--- src/rtl/mem_access_ctrl.sv ---
`default_nettype none
// ============================================================================
// Module      : mem_access_ctrl
// Description : Load/store controller that sits between a pipeline and a
//               combinational-read data memory. It accepts one request at a
//               time, stalls the pipeline for WAIT_STATES memory cycles and
//               then returns a one-cycle completion pulse. Out-of-range
//               requests complete in one cycle with resp_err set and never
//               touch the memory.
// Ports       : clk, rst (sync, active-low)
//               req_valid/req_write/req_addr/req_wdata -> req_ready
//               resp_valid/resp_rdata/resp_err, freeze (pipeline stall)
//               Address/Write_data/MEM_R_EN/MEM_W_EN -> memory, Data <- memory
// Config      : `define MEM_ACCESS_ALIGN_CHECK_EN to reject addresses whose
//               low two bits are non-zero.
// Revision    : 1.0 - initial release
// ============================================================================
module mem_access_ctrl #(
    parameter int WAIT_STATES = 2,
    parameter int BASE_ADDR   = 1024,
    parameter int MEM_DEPTH   = 64
) (
    input  logic        clk,
    input  logic        rst,
    input  logic        req_valid,
    input  logic        req_write,
    input  logic [31:0] req_addr,
    input  logic [31:0] req_wdata,
    output logic        req_ready,
    output logic        resp_valid,
    output logic [31:0] resp_rdata,
    output logic        resp_err,
    output logic        freeze,
    output logic [31:0] Address,
    output logic [31:0] Write_data,
    output logic        MEM_R_EN,
    output logic        MEM_W_EN,
    input  logic [31:0] Data
);

    localparam logic [31:0] c_base_addr = 32'(BASE_ADDR);
    localparam logic [31:0] c_mem_depth = 32'(MEM_DEPTH);
    localparam logic [3:0]  c_wait_init = 4'(WAIT_STATES - 1);

    typedef enum logic [1:0] {
        S_IDLE = 2'd0,
        S_WAIT = 2'd1,
        S_RESP = 2'd2
    } state_t;

    state_t      state_q;
    logic [3:0]  cnt_q;
    logic        write_q;
    logic [31:0] addr_q;
    logic [31:0] wdata_q;
    logic [31:0] rdata_q;
    logic        resp_valid_q;
    logic        resp_err_q;

    logic [31:0] w_offset;
    logic [31:0] w_index;
    logic        w_illegal;

    // Whole-vector shift keeps the byte-offset bits in the expression even
    // when alignment is not checked; they simply fall off the bottom.
    assign w_offset = req_addr - c_base_addr;
    assign w_index  = w_offset >> 2;

`ifdef MEM_ACCESS_ALIGN_CHECK_EN
    assign w_illegal = (req_addr < c_base_addr) || (w_index >= c_mem_depth) ||
                       (req_addr[1:0] != 2'b00);
`else
    assign w_illegal = (req_addr < c_base_addr) || (w_index >= c_mem_depth);
`endif

    always_ff @(posedge clk) begin
        if (!rst) begin
            state_q      <= S_IDLE;
            cnt_q        <= 4'd0;
            write_q      <= 1'b0;
            addr_q       <= 32'd0;
            wdata_q      <= 32'd0;
            rdata_q      <= 32'd0;
            resp_valid_q <= 1'b0;
            resp_err_q   <= 1'b0;
        end else begin
            // Completion flags are single-cycle; only the RESP entry sets them.
            resp_valid_q <= 1'b0;
            resp_err_q   <= 1'b0;
            case (state_q)
                S_IDLE: begin
                    if (req_valid) begin
                        write_q <= req_write;
                        addr_q  <= w_index;
                        wdata_q <= req_wdata;
                        if (w_illegal) begin
                            state_q      <= S_RESP;
                            resp_valid_q <= 1'b1;
                            resp_err_q   <= 1'b1;
                            if (!req_write) begin
                                rdata_q <= 32'd0;
                            end
                        end else begin
                            state_q <= S_WAIT;
                            cnt_q   <= c_wait_init;
                        end
                    end
                end
                S_WAIT: begin
                    if (cnt_q == 4'd0) begin
                        state_q      <= S_RESP;
                        resp_valid_q <= 1'b1;
                        if (!write_q) begin
                            rdata_q <= Data;
                        end
                    end else begin
                        cnt_q <= cnt_q - 4'd1;
                    end
                end
                S_RESP: begin
                    state_q <= S_IDLE;
                end
                default: begin
                    state_q <= S_IDLE;
                end
            endcase
        end
    end

    assign req_ready  = (state_q == S_IDLE);
    assign freeze     = ((state_q == S_IDLE) && req_valid) || (state_q == S_WAIT);
    assign resp_valid = resp_valid_q;
    assign resp_err   = resp_err_q;
    assign resp_rdata = rdata_q;
    assign Address    = addr_q;
    assign Write_data = wdata_q;

    // Enables are gated by rst directly so a reset asserted mid-access
    // suppresses the write on that very edge, not one cycle later.
    assign MEM_R_EN = rst && (state_q == S_WAIT) && !write_q;
    assign MEM_W_EN = rst && (state_q == S_WAIT) && write_q && (cnt_q == 4'd0);

endmodule
`default_nettype wire

--- config.mk ---
export PLATFORM = sky130hd
export DESIGN_NAME = mem_access_ctrl
export DESIGN_NICKNAME = d
export VERILOG_FILES = /design/src/rtl/mem_access_ctrl.sv
export SDC_FILE = /design/constraint.sdc
export NUM_CORES = 1
export LEC_CHECK = 0
export BUFFER_PORTS_ARGS = -buffer_cell sky130_fd_sc_hd__clkbuf_2
export CORE_AREA = 2 2 97 99
export DETAILED_ROUTE_END_ITERATION = 8
export DIE_AREA = 0 0 99 101
export HOLD_SLACK_MARGIN = 0.12
export PLACE_DENSITY = 0.81
export SETUP_SLACK_MARGIN = 0.05
export SLEW_MARGIN = 20
export SYNTH_ARGS = -nofsm -noshare
export SYNTH_HDL_FRONTEND = slang
export SYNTH_SLANG_ARGS = --single-unit
--- constraint.sdc ---
create_clock -name clk -period 7.4 [get_ports clk]
set_input_delay 1.48 -clock clk [delete_from_list [all_inputs] [get_ports clk]]
set_output_delay 1.48 -clock clk [all_outputs]
set_load 0.03 [all_outputs]
* Word level (Yosys, flattened, before mapping)
Cells that the tools add are included.
** Operators by class
- Reductions and logical operators :: 16
- Add/sub/neg operators :: 2
- Bitwise gates (word level) :: 0
- Magnitude comparators :: 2
- Shift-type cells :: 0
- Muxes and demuxes :: 18
- $mul :: 0
- Eq/ne operators :: 8
- Div/mod/pow operators :: 0
** Operators by type and width (number)
- $mux W32 :: 5
- $pmux W32 S2 :: 1
- $lt A32 B11 Y1 const B :: 1
- $sub A32 B11 Y32 const B :: 1
- $ge A30 B7 Y1 const B :: 1
- $mux W4 :: 3
- $ne A2 B2 Y1 const B :: 6
- $pmux W4 S2 :: 1
- $mux W2 :: 3
- $reduce_and A2 Y1 :: 3
- $reduce_and A6 Y1 :: 1
- $logic_and A1 B1 Y1 :: 5
- $logic_not A4 Y1 :: 1
- $pmux W2 S2 :: 1
- $reduce_and A4 Y1 :: 1
- $sub A4 B1 Y4 const B :: 1
- $mux W1 :: 3
- $eq A2 B1 Y1 const B :: 1
- $logic_not A2 Y1 :: 1
- $logic_or A1 B1 Y1 :: 2
- $ne A2 B1 Y1 const B :: 1
- $pmux W1 S2 :: 1
- $reduce_bool A2 Y1 :: 1
- $logic_not A1 Y1 :: 1
** Storage, ports and cells
- Logic and storage cells :: 54
- Register bits :: 103
- Output and inout port bits :: 102
- Input port bits :: 100
- Memories kept :: 0
- ROM bits :: 0
- Bits in writable memories :: 0
- Latch bits :: 0

* Depth between registers and ports, before layout
Gate-level depths: netlist of run 1.
- Depth after elaboration :: 6
- Mapped depth :: 14

* Least setup slack after synthesis of run 1
OpenSTA, ideal clock, no wires.
- Path type :: input-to-reg
- Start :: in req_addr[11]
- End :: reg rdata_q[10], in the netlist resp_rdata[10]
- Arrival :: 4.186 ns
- Stages on the path :: 14
- Library setup time :: 0.059 ns
- Required time :: 7.341 ns
- Path slack :: 3.154 ns
- Path buffers :: 5
- Cells stage by stage :: clkbuf_1 inv_1 ha_1 buf_2 or3b_2 clkbuf_1 or4_1 clkbuf_1 o32a_1 o22ai_2 nand4_2 a21oi_4 buf_6 a22o_1
** On the way
- Cells in the longest elaborated chain, start to end :: 5
** Ends and longest elaborated chain
- start, declared :: line 27 : input logic [31:0] req_addr,
- $sub A32 B11 Y32 :: line 66 : assign w_offset = req_addr - c_base_addr;
- $ge A30 B7 Y1 :: line 73 : assign w_illegal = (req_addr < c_base_addr) || (w_index >= c_mem_depth);
- $logic_or A1 B1 Y1 * :: line 73
- $ne A2 B1 Y1 (no line) *
- $reduce_and A6 Y1 (no line) *
- end signal, assigned :: line 114 : rdata_q <= Data;
- end, declared :: line 56 : logic [31:0] rdata_q;
Mark *: on every way between the ends. The rest lies on a longest branch, timed or not.
A chain may end at the register's enable or synchronous reset.

* Worst setup path in the final report of run 1
- Start :: in req_addr[10]
- End :: reg rdata_q[11], in the netlist resp_rdata[11]
** On the way
- Cells in the longest elaborated chain, start to end :: 5
** Ends and longest elaborated chain
- $sub A32 B11 Y32 :: line 66
- named net w_offset[10] :: line 60 : logic [31:0] w_offset;
- $ge A30 B7 Y1 :: line 73
- $logic_or A1 B1 Y1 :: line 73
- $ne A2 B1 Y1 (no line)
- $reduce_and A6 Y1 (no line)
The timed path passes the listed nets, and every way through them passes these cells.

==> impl_metrics.tcl, run 1 <==
set metrics [dict create \
    outcome "completed" \
    wl_per_cell_um 15.0 \
    drv_slew 0 \
    dr_total_vias 4216 \
    antenna_found_initial 0 \
    ios 202 \
    via_per_inst 5.37 \
    arrival_ps 4890 \
    max_slew_margin 0.425 \
    wl_um 11800 \
    num_antenna_cells 0 \
    grt_usage 0.224 \
    synth-edff-count 0 \
    row_count 35 \
    place_congestion 0.939 \
    cts_max_path_buffers 2 \
    seq_area_frac_synth 0.476 \
    min_path_type "reg2reg" \
    clock.fmax_mhz 217 \
    place_ws_ps 2480 \
    hold_viol 0 \
    worst_setup_path_start_kind "primary input" \
    cts_sinks 103 \
    power.leakage_nw 2.45 \
    postCtsHoldBufs 0 \
    numCtsBuffers 9 \
    max_cap_viol_count 0 \
    holdWs_ps 460 \
    clock_latency_ps 360 \
    async_flop_share 0 \
    period_needed_ps 4600 \
    drtPass1Iterations 4 \
    whs_path_depth 2 \
    cts_setup_buffers 0 \
    skew_ps 15.3 \
    powerDensity_nw_per_um2 202 \
    ys_ff_latch 103 \
    worstSetupPathType "in2reg" \
    avgSynthCellArea_sq_um 8.67 \
    synth_top_flop_cell "dfxtp_1" \
    tightest_slew_ps 861 \
    grt_pass1_wl_um 18500 \
    drc 0 \
    first_global_vias 3974 \
    setup_violations 0 \
    die_w_um 99 \
    period_share 0.621 \
    irDropWorstVdd_v 0.000124 \
    cts.clk_slew.worst_paths_ps 100 \
    setup_tns_ps 0 \
    multi_input_comb_area_sq_um 2070 \
    start_util 0.482 \
    dpl.hpwl_um 8610 \
    power_mw 1.11 \
    finalNetCount 773 \
    io_buffers 197 \
    placedCellCount 769 \
    h-tree-depth 3 \
    post_cts_resized 0 \
    seqCellArea_sq_um 2060 \
    netlist_area_sq_um 4330 \
    yosys_warnings 0 \
    layout_commonest_cell "clkbuf_2" \
    cts_tree "built" \
    synth_cell_types 54 \
    setup_slack_ps 2800 \
    drt_iter0_drc 137 \
    end_kind "flip-flop" \
    cp.required_ps 7690 \
    synth_cells 499 \
    die_y_um 101 \
    die_area_sq_um 10000 \
    mostFrequentLayoutCells "clkbuf_2, dfxtp_1, nand2_1, a21oi_1, nor2_1" \
    grt_max_degree 67 \
    ant_nets 0 \
    path_max_fanout 32 \
    clock_tree.root_cell "clkbuf_8" \
    rr_worst_depth 6 \
    rsz0062_at_grt "no" \
    layout-drive-gt1-share 0.343 \
    core_area_sq_um 8980 \
    instances_no_fill 785 \
    area_delta_synth_final_pct 26.5 \
    fillers 780 \
    overflow 0 \
]
==> cell usage after synthesis, drive strengths merged (5+ instances only) <==
cell	n	area share
nand2b	7	0.010
buf	15	0.022
nand3	5	0.0058
dfxtp	103	0.48
a21oi	48	0.058
clkbuf	27	0.023
a211oi	19	0.033
xnor2	11	0.022
xor2	6	0.012
or4	5	0.0095
nor3	12	0.014
nand2	91	0.079
inv	5	0.0043
o21ai	7	0.0081
a22o	32	0.065
or3	6	0.0087
nand4	5	0.0087
nor4	7	0.012
nor2	40	0.035
==> sequential cells by signal (all words and copies together) (netlist names) <==
signal and count:
resp_err 1, cnt_q 4, state_q 2, write_q 1, resp_rdata 32, Address 30
Write_data 32, resp_valid 1
==> final timing paths <==
kind	startpoint	end	slack, ps
min reg2reg	Write_data[14]	Write_data[14]	460
min	Write_data[14]	Write_data[14]	460
max	req_addr[10]	resp_rdata[11]	2800
max reg2reg	state_q[0]	cnt_q[1]	5000
==> stage by stage <==
stage	util	cell area, sq um
2_1_floorplan	-	4330
3_3_place_gp	0.590	5290
3_5_place_dp	0.590	5290
4_1_cts	0.610	5480
5_1_grt	0.610	5480
6_report	0.610	5480
==> routing by layer <==
metal  global-route usage  vias to the layer above  routed length, um
li1                     -                     2092                  -
met1                0.274                     1910               4930
met2                0.392                      185               5750
met3               0.0402                       29                822
met4               0.0875                        0                251
met5                    0                        -                  0
==> area by class of cell <==
type / count / share of cell area
clock buffer: 10 / 0.0233
tap: 111 / 0.0254
inverter: 5 / 0.00366
clock inverter: 6 / 0.00982
sequential: 103 / 0.377
timing repair buffer: 200 / 0.184
multi-input combinational: 350 / 0.377
==> power breakdown <==
part           total [mW]  switching (mW)  internal (mW)
Sequential          0.590          0.0127          0.578
Combinational       0.184           0.124         0.0600
Clock               0.332           0.204          0.128
==> worst max-delay path, stage by stage <==
cell      delay [ps]
clkbuf_2         180
inv_1             90
ha_1             330
or3b_2           570
or4_1            640
o32a_1           230
o22ai_2          180
nand4_2          200
a21oi_4          730
a22o_1           250
==> cells by family (layout without fill, tap and decap cells) <==
family / count (synthesis) / count (layout) / share of synthesized area
other: 1 / 2 / 0.000866
xor gates and xnor gates: 17 / 17 / 0.0344
and+or+nand+nor: 198 / 198 / 0.216
buffers and inverters: 47 / 221 / 0.0500
DFF: 103 / 103 / 0.476
muxes: 2 / 2 / 0.00463
adders and majority gates: 4 / 4 / 0.0116
AOI/OAI and AO/OA: 127 / 127 / 0.206
(Power assumes the default switching activity.)
==> run 2, diff against run 1 <==
ABC_AREA = 1   (was default)
CORE_AREA = 2 2 111 113   (was 2 2 97 99)
DIE_AREA = 0 0 113 115   (was 0 0 99 101)
PLACE_DENSITY = 0.73   (was 0.81)
clock period = 4.05 ns   (was 7.4 ns; I/O delays follow)
==> run 2 against run 1 <==
The flow now finishes with violations (design-rule violations). Register-to-register slack got worse by 3200 ps. Total power increased by 140%. Clock skew decreased by 8.5 ps. Synthesized area increased by 18%. Final cell count increased by 37%. Worst hold slack improved by 7.4 ps. Flip-flop and latch count unchanged. Global-route usage decreased by 2.4 points. Count of clock-buffer cells in the layout increased by 3. Via count increased by 20%. First-iteration DRC count increased by 110%. Critical path type is now reg2out. Critical endpoint is now freeze. Largest cell class unchanged. Largest power group unchanged.
==> impl_metrics.tcl, run 2 <==
set metrics [dict create \
    tightest_slew_ps 987 \
    synth_top_area_share 0.404 \
    setup_slack_ps 1290 \
    area_delta_synth_final_pct 25.8 \
    path_max_fanout 24 \
    min_path_type "reg2reg" \
    cpMostUsedCell "inv_1" \
    r2r-end "resp_rdata[31]" \
    drc 7 \
    antenna_found_initial 1 \
    synth_top_flop_cell "dfxtp_1" \
    yosys-top-cells-count "nor2_1, nand2_1, dfxtp_1" \
    design_area_sq_um 6420 \
    power_mw 2.63 \
    wl_um 13100 \
    instances_no_fill 1076 \
    die_w_um 113 \
    rsz0062_at_grt "no" \
    irDropWorstVdd_v 0.000218 \
    cts_sinks 103 \
    skew_ps 6.83 \
    grt_max_degree 99 \
    synthTopCellsByArea "dfxtp_1, nor2_1, nand2_1" \
    seq_area_frac_synth 0.404 \
    clock_tree.root_cell "clkbuf_16" \
    pwr-share-seq 0.432 \
    switchingPower_mw 0.835 \
    powerDensity_nw_per_um2 410 \
    async_flop_share 0 \
    hold_viol 0 \
    rr_worst_depth 10 \
    place_congestion 0.886 \
    rrSetupSlack_ps 1820 \
    place_ws_ps 1000 \
    pwr-share-clk 0.347 \
    ant_nets 0 \
    place_area_sq_um 6100 \
    fillers 1177 \
    layout_commonest_cell "nor2_1" \
    r2r_start "state_q[0]" \
    post-synth-top-area-cell "dfxtp_1" \
    finalNetCount 1028 \
    path_cells "inv_1 -> nor2_1 -> buf_4 -> inv_1 -> nand2_1 -> clkbuf_2" \
    dpl.hpwl_um 9530 \
    core_area_sq_um 11800 \
    dr_total_vias 5071 \
    worst_setup_path_start_kind "flip-flop" \
    period_needed_ps 2760 \
    cts.clk_slew.worst_paths_ps 70 \
    grt_usage 0.200 \
    synth.most_common_cell "nor2_1" \
    arrival_ps 1950 \
    placedCellCount 1060 \
    slowest_delay_ps 560 \
    min-delay-start "resp_rdata[15]" \
    setup_tns_ps 0 \
    die_area_sq_um 13000 \
    h-tree-depth 3 \
    outcome "complete, but fails checks" \
    yosys_warnings 0 \
    violations "design-rule violations" \
    clock_latency_ps 340 \
    cts_setup_buffers 0 \
    postCtsHoldBufs 0 \
    numCtsBuffers 9 \
    cts_max_path_buffers 2 \
    drtPass1Iterations 7 \
    switching_share 0.317 \
    wl_per_cell_um 12.2 \
    ys_ff_latch 103 \
    mostFrequentLayoutCells "nor2_1, clkbuf_2, nand2_1, dfxtp_1, inv_1" \
    max_slew_margin 0.342 \
    seqCellArea_sq_um 2060 \
    drt_iter0_drc 283 \
    max_cap_viol_count 0 \
    p_int_mw 1.80 \
    drv_slew 0 \
    avgSynthCellArea_sq_um 6.83 \
    io_buffers 197 \
    layout-drive-gt1-share 0.300 \
    power.leakage_nw 3.38 \
    cp.required_ps 3240 \
    clock.fmax_mhz 363 \
    holdPathEnd "resp_rdata[15]" \
    die_y_um 115 \
    crit_start "state_q[0]" \
    num_antenna_cells 0 \
    post_cts_resized 0 \
    overflow 0 \
    setup_violations 0 \
    synth_cell_types 36 \
    start_util 0.432 \
    power_frac_comb 0.221 \
    first_global_vias 4508 \
    worstSetupPathType "reg2out" \
    ios 202 \
    synth-edff-count 0 \
    whs_path_depth 2 \
    multi_input_comb_area_sq_um 2520 \
    netlist_area_sq_um 5100 \
    grt_pass1_wl_um 21100 \
    row_count 40 \
    synth_cells 747 \
    end_kind "output pin" \
    worst_path_max_delay_cell "inv_1" \
    cts_tree "built" \
    via_per_inst 4.71 \
    period_share 0.681 \
]
[run 2: cell count changes after synthesis, sizes merged, moves of 7 or more]
cell / change
o21ai: +70
a211oi: -19
nor4: -7
a21oi: -40
nor2: +186
nand2b: -7
nand3b: +8
nor3: -10
a22o: -32
xnor2: -9
nand3: +47
nand2: +36
inv: +77
[run 2: area by class of cell]
| class | instances | share of cell area |
|---|---|---|
| multi-input cells | 525 | 0.393 |
| flip-flops and latches | 103 | 0.321 |
| clock inverters | 3 | 0.00741 |
| repair buffers | 201 | 0.158 |
| inverters | 84 | 0.0491 |
| clock buffers | 13 | 0.0421 |
| well taps | 147 | 0.0287 |
[run 2: how the worst max path moves through the flow]
| stage | endpoint | slack, ps | cells after the start |
|---|---|---|---|
| 2_1_floorplan | MEM_W_EN | 1040 | 4 |
| 3_3_place_gp | resp_rdata[6] | 1010 | 17 |
| 3_5_place_dp | resp_rdata[0] | 1000 | 17 |
| 4_1_cts | freeze | 1260 | 6 |
| 5_1_grt | resp_rdata[11] | 1090 | 17 |
| 6_report | freeze | 1290 | 6 |
[run 2: worst max-delay path: cells and delay by family (launching register included)]
kind / cells / cell delay, ps
AND/OR/NAND/NOR: 2 / 240
flip-flops: 1 / 320
buffers and inverters: 4 / 1040
[run 2: cells by family after synthesis]
logic type                 after synthesis  share of synthesized area
xor gates and xnor gates                 2                    0.00343
DFF                                    103                      0.404
adders and majority gates                4                    0.00981
AOI/OAI and AO/OA                       93                      0.104
and+or+nand+nor                        424                      0.374
other                                    1                   0.000735
buffers and inverters                  120                      0.104
[run 2: power by group through the flow]
stage | clock (mW) | combinational, mW | sequential, mW
global route | 0.975 | 0.644 | 1.15
floorplan | 0 | 0.264 | 1.31
detailed placement | 0 | 0.584 | 1.16
finish | 0.914 | 0.582 | 1.14
CTS | 0.931 | 0.586 | 1.14
global placement | 0 | 0.580 | 1.16
[run 2: per-layer routing]
layer | track usage | routed length, um | up-vias
li1 | - | - | 2679
met3 | 0.0517 | 979 | 23
met4 | 0.0870 | 326 | 2
met5 | 0 | 13 | -
met1 | 0.253 | 5790 | 2191
met2 | 0.325 | 6030 | 176
[run 2: through the flow]
stage / hold slack [ps] / util
4_1_cts: 471 / 0.543
6_report: 467 / 0.543
3_3_place_gp: 458 / 0.516
2_1_floorplan: 467 / -
5_1_grt: 480 / 0.543
3_5_place_dp: 461 / 0.516
==> run 3, diff against run 2 <==
CORE_AREA = 2 2 106 108   (was 2 2 111 113)
DIE_AREA = 0 0 108 110   (was 0 0 113 115)
PLACE_DENSITY = 0.77   (was 0.73)
clock period = 2.7 ns   (was 4.05 ns; I/O delays follow)
==> run 3 against run 2 <==
The flow now finishes without violations. Largest power group unchanged. Count of clock-buffer cells in the layout decreased by 3. Highest routed layer is now met4. Worst setup slack worse by 840 ps. Worst hold slack lost 84 ps. Global-route usage is 2.2 points higher. Clock skew grew 5.7 ps. Non-clock buffer count grew 9.
==> impl_metrics.tcl, run 3 (synthesis results as in run 2) <==
set metrics [dict create \
    rrSetupSlack_ps 840 \
    max_cap_viol_count 0 \
    min-delay-start "req_wdata[29]" \
    cts_tree "built" \
    clock_latency_ps 370 \
    row_count 38 \
    irDropWorstVdd_v 0.000385 \
    place_congestion 0.861 \
    num_antenna_cells 0 \
    cts_max_path_buffers 2 \
    area_delta_synth_final_pct 25.6 \
    grt_pass1_wl_um 21100 \
    cp.required_ps 3010 \
    antenna_found_initial 0 \
    finalNetCount 1037 \
    via_per_inst 4.71 \
    grt_usage 0.222 \
    post_cts_resized 0 \
    tightest_slew_ps 708 \
    power_mw 3.66 \
    holdPathEnd "Write_data[29]" \
    whs_path_depth 3 \
    dr_total_vias 5079 \
    path_max_fanout 20 \
    wl_um 13400 \
    start_util 0.477 \
    drv_slew 0 \
    postCtsHoldBufs 0 \
    cts_setup_buffers 0 \
    grt_max_degree 76 \
    drtPass1Iterations 4 \
    hold_viol 0 \
    core_area_sq_um 10700 \
    wl_per_cell_um 12.4 \
    r2r-end "Address[17]" \
    worst_setup_path_start_kind "primary input" \
    min_path_type "in2reg" \
    dpl.hpwl_um 9880 \
    power.leakage_nw 3.39 \
    setup_violations 0 \
    clock.fmax_mhz 445 \
    fillers 1068 \
    period_needed_ps 2250 \
    drt_iter0_drc 210 \
    layout_commonest_cell "nor2_1" \
    arrival_ps 2560 \
    end_kind "flip-flop" \
    h-tree-depth 3 \
    worstSetupPathType "in2reg" \
    setup_tns_ps 0 \
    ant_nets 0 \
    numCtsBuffers 9 \
    r2r_start "state_q[1]" \
    drc 0 \
    die_y_um 110 \
    mostFrequentLayoutCells "nor2_1, clkbuf_2, nand2_1, dfxtp_1, inv_1" \
    io_buffers 197 \
    cts.clk_slew.worst_paths_ps 110 \
    clock_tree.root_cell "clkbuf_8" \
    first_global_vias 4452 \
    die_w_um 108 \
    max_slew_margin 0.528 \
    layout-drive-gt1-share 0.308 \
    cts_sinks 103 \
    overflow 0 \
    skew_ps 12.5 \
    ios 202 \
    outcome "completed" \
    powerDensity_nw_per_um2 571 \
    rr_worst_depth 8 \
    die_area_sq_um 11900 \
    period_share 0.832 \
    rsz0062_at_grt "no" \
]
## run 3: cell types whose count changed in the layout (fill, tap and decap cells not counted)
cell       delta
inv_8         +1
clkbuf_16     -9
buf_12        +3
clkinv_4      +2
clkbuf_8      +7
buf_4         +6
clkbuf_1      -1
## run 3: layout make-up
type	instances	area, sq um	share of cell area
clock inverter	6	76.3	0.0119
inverter	84	315	0.0492
tap	140	175	0.0273
multi-input combinational	525	2520	0.394
timing repair buffer	210	1120	0.175
clock buffer	10	138	0.0215
sequential	103	2060	0.322
## run 3: through the flow
step | setup WS (ps) | instance area, sq um | hold WS [ps] | utilization | cells
finish | 453 | 6410 | 384 | 0.599 | 1078
global route | 203 | 6410 | 367 | 0.599 | 1078
CTS | 422 | 6410 | 368 | 0.599 | 1078
detailed placement | 84.9 | 6200 | 461 | 0.579 | 1062
global placement | 144 | 6200 | 454 | 0.579 | 1062
floorplan | 226 | 5110 | 467 | - | 748
## run 3: worst max-delay path, stage by stage
cell and delay [ps]:
clkbuf_2 110, inv_1 90, ha_1 230, inv_1 60, nor2_1 170, nor2_1 90, nand3_1 170, nor2_1 90
nor2_2 100, nand2_1 70, nor2_2 150, nand4_4 150, nand2_8 180, buf_12 200, nand3_2 80, o21ai_2 60
## run 3: layer usage
metal	up-vias	GRT usage	wire (um)
li1	2689	-	-
met1	2218	0.288	5880
met2	161	0.364	6370
met3	11	0.0676	980
met4	0	0.0568	153
met5	-	0	0
## run 3: worst max path at each step
stage | from | to | slack (ps) | cells after the start
after floorplan | rst | MEM_W_EN | 230 | 4
after global placement | req_addr[11] | resp_rdata[29] | 140 | 17
after detailed placement | req_addr[11] | resp_rdata[27] | 80 | 17
after CTS | state_q[0] | MEM_W_EN | 420 | 6
after global routing | req_addr[11] | cnt_q[1] | 200 | 17
final | req_addr[11] | resp_rdata[2] | 450 | 16
## run 3: where the power goes
group,switching (mW),leakage (nW),total (mW),internal [mW]
Clock,0.579,0.109,1.05,0.470
Combinational,0.627,2.43,0.907,0.280
Sequential,0.0650,0.849,1.71,1.64
Total,1.27,3.39,3.66,2.39
